$ cat src/rtl/door_arb_pkg.sv
// Shared types for the rolling-door command arbiter: FSM state codes and resolved command.
package door_arb_pkg;

  typedef enum logic [2:0] {
    IDLE     = 3'd0,
    OPENING  = 3'd1,
    CLOSING  = 3'd2,
    DEADTIME = 3'd3,
    HOLD     = 3'd4,
    FAULT    = 3'd5
  } estado_t;

  typedef enum logic [1:0] {
    CMD_NONE  = 2'd0,
    CMD_OPEN  = 2'd1,
    CMD_CLOSE = 2'd2
  } cmd_t;

endpackage

$ cat src/rtl/req_priority_enc.sv
// Fixed-priority request resolver: lowest index with exactly one of open/close set wins.
module req_priority_enc
  import door_arb_pkg::*;
#(
  parameter int unsigned NREQ = 4
) (
  input  logic [NREQ-1:0] req_open,
  input  logic [NREQ-1:0] req_close,
  output cmd_t            cmd_c,
  output logic [NREQ-1:0] winner_c
);

  // Scan from the lowest priority up so the lowest valid index is the last write.
  always_comb begin
    cmd_c    = CMD_NONE;
    winner_c = '0;
    for (int i = int'(NREQ) - 1; i >= 0; i--) begin
      if (req_open[i] ^ req_close[i]) begin
        winner_c    = '0;
        winner_c[i] = 1'b1;
        cmd_c       = req_open[i] ? CMD_OPEN : CMD_CLOSE;
      end
    end
  end

endmodule

$ cat src/rtl/door_cmd_arbiter.sv
// Rolling-door motor arbiter: priority command select, reversal dead time, travel timeout,
// limit-sensor fault. Optional auto-close hold at the top limit under macro AUTO_CLOSE_EN.
module door_cmd_arbiter
  import door_arb_pkg::*;
#(
  parameter int unsigned NREQ        = 4,
  parameter int unsigned DEAD_CYCLES = 2,
  parameter int unsigned TRAVEL_MAX  = 16
`ifdef AUTO_CLOSE_EN
  ,
  parameter int unsigned HOLD_CYCLES = 8
`endif
) (
  input  logic            clk_2,
  input  logic            reset,
  input  logic [NREQ-1:0] req_open,
  input  logic [NREQ-1:0] req_close,
  input  logic            em_baixo,
  input  logic            em_cima,
  output logic            motor_abrindo,
  output logic            motor_fechando,
  output logic            alarme,
  output logic [NREQ-1:0] grant,
  output logic [2:0]      estado
);

  localparam int unsigned TW = $clog2(TRAVEL_MAX + 1);
  localparam int unsigned DW = $clog2(DEAD_CYCLES + 1);
`ifdef AUTO_CLOSE_EN
  localparam int unsigned HW = $clog2(HOLD_CYCLES + 1);
  localparam estado_t     TOP_STATE = HOLD;
`else
  localparam estado_t     TOP_STATE = IDLE;
`endif

  estado_t         state, state_n;
  cmd_t            cmd;
  logic [NREQ-1:0] winner;
  logic [NREQ-1:0] grant_n;
  logic [TW-1:0]   travel_cnt, travel_n, travel_inc;
  logic [DW-1:0]   dead_cnt, dead_n;
  logic            pend_open, pend_n;
`ifdef AUTO_CLOSE_EN
  logic [HW-1:0]   hold_cnt, hold_n;
`endif

  req_priority_enc #(.NREQ(NREQ)) u_enc (
    .req_open  (req_open),
    .req_close (req_close),
    .cmd_c     (cmd),
    .winner_c  (winner)
  );

  assign travel_inc = travel_cnt + TW'(1);
  assign estado     = state;

  // Next-state, counter and grant logic.
  always_comb begin
    state_n  = state;
    grant_n  = '0;
    travel_n = travel_cnt;
    dead_n   = dead_cnt;
    pend_n   = pend_open;
`ifdef AUTO_CLOSE_EN
    hold_n   = hold_cnt;
`endif
    case (state)
      IDLE: begin
        if (cmd == CMD_OPEN && !em_cima) begin
          state_n  = OPENING;
          grant_n  = winner;
          travel_n = '0;
        end else if (cmd == CMD_CLOSE && !em_baixo) begin
          state_n  = CLOSING;
          grant_n  = winner;
          travel_n = '0;
        end
      end
      OPENING: begin
        if (em_cima) begin
          state_n = TOP_STATE;
`ifdef AUTO_CLOSE_EN
          hold_n  = '0;
`endif
        end else if (travel_inc == TW'(TRAVEL_MAX)) begin
          state_n  = FAULT;
          travel_n = travel_inc;
        end else if (cmd == CMD_CLOSE) begin
          state_n = DEADTIME;
          grant_n = winner;
          pend_n  = 1'b0;
          dead_n  = '0;
        end else begin
          travel_n = travel_inc;
        end
      end
      CLOSING: begin
        if (em_baixo) begin
          state_n = IDLE;
        end else if (travel_inc == TW'(TRAVEL_MAX)) begin
          state_n  = FAULT;
          travel_n = travel_inc;
        end else if (cmd == CMD_OPEN) begin
          state_n = DEADTIME;
          grant_n = winner;
          pend_n  = 1'b1;
          dead_n  = '0;
        end else begin
          travel_n = travel_inc;
        end
      end
      DEADTIME: begin
        if (dead_cnt == DW'(DEAD_CYCLES - 1)) begin
          state_n  = pend_open ? OPENING : CLOSING;
          travel_n = '0;
        end else begin
          dead_n = dead_cnt + DW'(1);
        end
      end
`ifdef AUTO_CLOSE_EN
      HOLD: begin
        if (cmd == CMD_CLOSE) begin
          state_n  = CLOSING;
          grant_n  = winner;
          travel_n = '0;
        end else if (cmd == CMD_OPEN) begin
          grant_n = winner;
          hold_n  = '0;
        end else if (hold_cnt == HW'(HOLD_CYCLES - 1)) begin
          state_n  = CLOSING;
          travel_n = '0;
        end else begin
          hold_n = hold_cnt + HW'(1);
        end
      end
`endif
      FAULT: state_n = FAULT;
      default: state_n = IDLE;
    endcase
    // Contradictory limit sensors override any command.
    if (em_cima && em_baixo) begin
      state_n = FAULT;
      grant_n = '0;
    end
  end

  always_ff @(posedge clk_2) begin
    if (reset) begin
      state          <= IDLE;
      travel_cnt     <= '0;
      dead_cnt       <= '0;
      pend_open      <= 1'b0;
`ifdef AUTO_CLOSE_EN
      hold_cnt       <= '0;
`endif
      motor_abrindo  <= 1'b0;
      motor_fechando <= 1'b0;
      alarme         <= 1'b0;
      grant          <= '0;
    end else begin
      state          <= state_n;
      travel_cnt     <= travel_n;
      dead_cnt       <= dead_n;
      pend_open      <= pend_n;
`ifdef AUTO_CLOSE_EN
      hold_cnt       <= hold_n;
`endif
      motor_abrindo  <= (state_n == OPENING);
      motor_fechando <= (state_n == CLOSING);
      alarme         <= (state_n == FAULT);
      grant          <= grant_n;
    end
  end

endmodule
$ cat config.mk
export PLATFORM = sky130hd
export DESIGN_NAME = door_cmd_arbiter
export DESIGN_NICKNAME = d
export VERILOG_FILES = /design/src/rtl/door_arb_pkg.sv /design/src/rtl/req_priority_enc.sv /design/src/rtl/door_cmd_arbiter.sv
export SDC_FILE = /design/constraint.sdc
export NUM_CORES = 1
export LEC_CHECK = 0
export CAP_MARGIN = 40
export CORE_ASPECT_RATIO = 1.75
export CORE_UTILIZATION = 40
export CTS_CLUSTER_DIAMETER = 200
export DETAILED_ROUTE_END_ITERATION = 6
export PLACE_DENSITY_LB_ADDON = 0.25
export SKIP_LAST_GASP = 1
export SLEW_MARGIN = 20
export SYNTH_ARGS = -nofsm -noshare
export SYNTH_HDL_FRONTEND = slang
export SYNTH_HIERARCHICAL = 1
export SYNTH_SLANG_ARGS = --single-unit
$ cat constraint.sdc
create_clock -name clk_2 -period 2.5 [get_ports clk_2]
set_clock_uncertainty 0.15 [all_clocks]
set_input_delay 0.5 -clock clk_2 [delete_from_list [all_inputs] [get_ports clk_2]]
set_output_delay 0.5 -clock clk_2 [all_outputs]
set_load 0.01 [all_outputs]
==> impl_metrics.toml, run 1 <==
[outcome]
status = "finished clean"

[power]
power_uw = 761
swShare = 0.302
intPower_uw = 532
irDropWorstVdd_uv = 341
power_frac_comb = 0.327
p_seq_frac = 0.408
power_leakage_uw = 0.000693
p_clk_frac = 0.266
power.switching_uw = 230
p_per_area_mw_per_mm2 = 402

[global_routing]
grt_usage = 0.228
grt_pass1_vias = 1417
grt_pass1_wl_um = 6040
antenna_found_initial = 0
overflow = 0
grt_max_degree = 19

[logic_synthesis]
synth_nets = 173
yosysTopAreaCell = "dfxtp_1"
synth_seq_cells = 18
ys_seq_area_frac = 0.282
netlist_area_mm2 = 0.00128
synth.avg_cell_area_um2 = 8.14
synth.distinct_cells = 53
synth_area_leaders = "dfxtp_1 (28%), ha_1 (3.9%), nand2_1 (3.5%), a21oi_1 (3.1%), and2_1 (2.9%)"
synth-edff-count = 0
ys.flop_type = "dfxtp_1"
yosysWarnings = 6
synth_top_cell_area_share = 0.282
synth_common_cells = "dfxtp_1 (18), nand2_1 (12), nor2_1 (10)"
yosysMostFrequentCell = "dfxtp_1"
synthArstFlopShare = 0
syn_inst = 157

[sta]
final-hold-violation-count = 0
setup_tns_ps = 0
maxSlewViolCount = 0
setup_ws_ps = 20.3
fin_crit_ps = 2480
whs_ps = 375
setup_viol = 0
finalCritPeriodShare = 0.992
timing.fmax_mhz = 403
worst_pin_slew_ps = 699
max-slew-margin-rel = 0.534
rsz0062_at_grt = "true"

[clock_tree]
htreeDepth = 1
clkTransAtPathRegs_ps = 70
clockRootBuffer = "clkbuf_8"
clockBufferDepth = 2
clk_latency_ps = 250
cts_buffers = 3
hold_buffers = 0
cts_num_sinks = 18
cts_tree = "built"

[floorplan]
die_h_um = 76.8
boundaryPins = 22
num_rows = 26
die_x_um = 44.7
start_util = 0.427
die_area_mm2 = 0.00344
core_area_mm2 = 0.00299

[cells_and_area]
area_growth_pct = 47.9
fin_util = 0.632
drive_gt1_frac = 0.337
n_antenna_cell = 0
finalNetCount = 214
fillCellCount = 274

[routing]
route.vias.total = 1402
route.detailed.drc = 0
routedWlPerCell_um = 16.1
ant_nets = 0
drtIter0Drc = 64
first_pass_iters = 4
avgViaCountPerCell = 5.89
wirelength_um = 3830

[critical_path]
r2r_end = "motor_abrindo"
regToRegSetupSlack_ps = 490
crit_required_ps = 2540
critPathCapture = "travel_cnt[0]"
r2r_cells = 5
crit_path_start_kind = "primary input"
critical_path_class = "primary input to flop"
worstPathArrival_ps = 2520
cp_max_fo = 4
end_kind = "flop"
r2r-start = "estado[1]"
crit_start = "req_open[3]"

[place]
hpwlAfterDp_um = 2800
gp_congestion = 0.879
port_buffers = 21
pre_cts_ws_ps = -663

[min_path]
hold_path.class = "flop to flop"

[flow_run]
maxCapViolCount = 0
## sequential cells by signal, indices dropped and copies added (netlist names)
name and cells:
pend_open 1, dead_cnt 2, alarme 1, travel_cnt 5, motor_abrindo 1, grant 4
estado 3, motor_fechando 1
## power groups by stage
| stage | clock (µW) | sequential, µW | combinational (µW) |
|---|---|---|---|
| after global placement | 0 | 315 | 206 |
| after floorplan | 0 | 309 | 127 |
| after global routing | 221 | 312 | 269 |
| after detailed placement | 0 | 316 | 212 |
| final | 202 | 311 | 249 |
| after CTS | 202 | 310 | 221 |
## final cells by class
class / count / area (µm²) / area share
multi-input cells: 123 / 1030 / 0.544
clock buffers: 3 / 41.3 / 0.0218
inverters: 10 / 40.0 / 0.0212
repair buffers: 42 / 369 / 0.195
flip-flops and latches: 18 / 360 / 0.190
well taps: 42 / 52.6 / 0.0278
## layout by cell type, fill, tap and decap left out, drive strengths merged, types with 2 or more instances in the layout
cell	n
and3	2
nor3	7
o21a	2
nor3b	3
or3	3
a2111oi	2
dfxtp	18
nand3	5
a31o	2
or2	2
nand4	3
a21o	3
a22oi	2
xnor2	2
a21oi	9
ha	4
nor4b	2
clkdlybuf4s50	13
dlygate4sd2	3
o221ai	2
a32o	3
inv	10
and2	6
a31oi	3
buf	23
nand2	12
nor2b	6
nand2b	8
o211ai	2
nor2	10
o21ai	5
clkbuf	5
## per-layer routing
metal  wire [µm]  vias up  global-route usage  share of wire
met5           0        -                   0              0
met1        1350      667               0.226           0.35
li1            -      668                   -              -
met2        2170       50               0.429           0.57
met4         174        0               0.100          0.045
met3         140       17              0.0376          0.037
## kinds of logic after synthesis
group	synth area share
buffers and inverters	0.0567
xor gates and xnor gates	0.0137
adders and majority gates	0.0391
and+or+nand+nor	0.333
DFF	0.282
AOI/OAI and AO/OA	0.276
## worst min path at each step
stage / startpoint / end / cells past startpoint
floorplan: pend_open / pend_open / 2
global placement: pend_open / pend_open / 2
detailed placement: pend_open / pend_open / 2
CTS: pend_open / pend_open / 2
global route: travel_cnt[1] / travel_cnt[1] / 2
finish: travel_cnt[1] / travel_cnt[1] / 2
## metrics by stage
step | cells | area (µm²)
after floorplan | 157 | 1340
after global placement | 233 | 1710
after detailed placement | 233 | 1710
after CTS | 237 | 1770
after global routing | 238 | 1890
final | 238 | 1890
## what timing repair did
action / in CTS / in global routing
resized for setup: 26 / 26
buffers inserted: 2 / 2
setup endpoints to repair: 15 / 13
pin swaps: 10 / 15
cloned: 0 / 0
## worst max-delay path, stage by stage
cell       delay, ps
buf_8             80
inv_4             30
ha_4             150
nand2b_4         160
a2111oi_4        410
nor3_4            80
nand2b_4         180
o221ai_4         190
nand3_2          120
or4_4            490
a21oi_2          120
Note: power is estimated with default switching activity, not from simulation.
==> run 2: changes to the inputs <==
--- a/config.mk
+++ b/config.mk
@@ -10,6 +10,7 @@
 export CORE_UTILIZATION = 40
 export CTS_CLUSTER_DIAMETER = 200
 export DETAILED_ROUTE_END_ITERATION = 6
+export GPL_ROUTABILITY_DRIVEN = 0
 export PLACE_DENSITY_LB_ADDON = 0.25
 export SKIP_LAST_GASP = 1
 export SLEW_MARGIN = 20
==> results of run 2 <==
The final DEF is identical to that of run 1; final timing and power are the same.
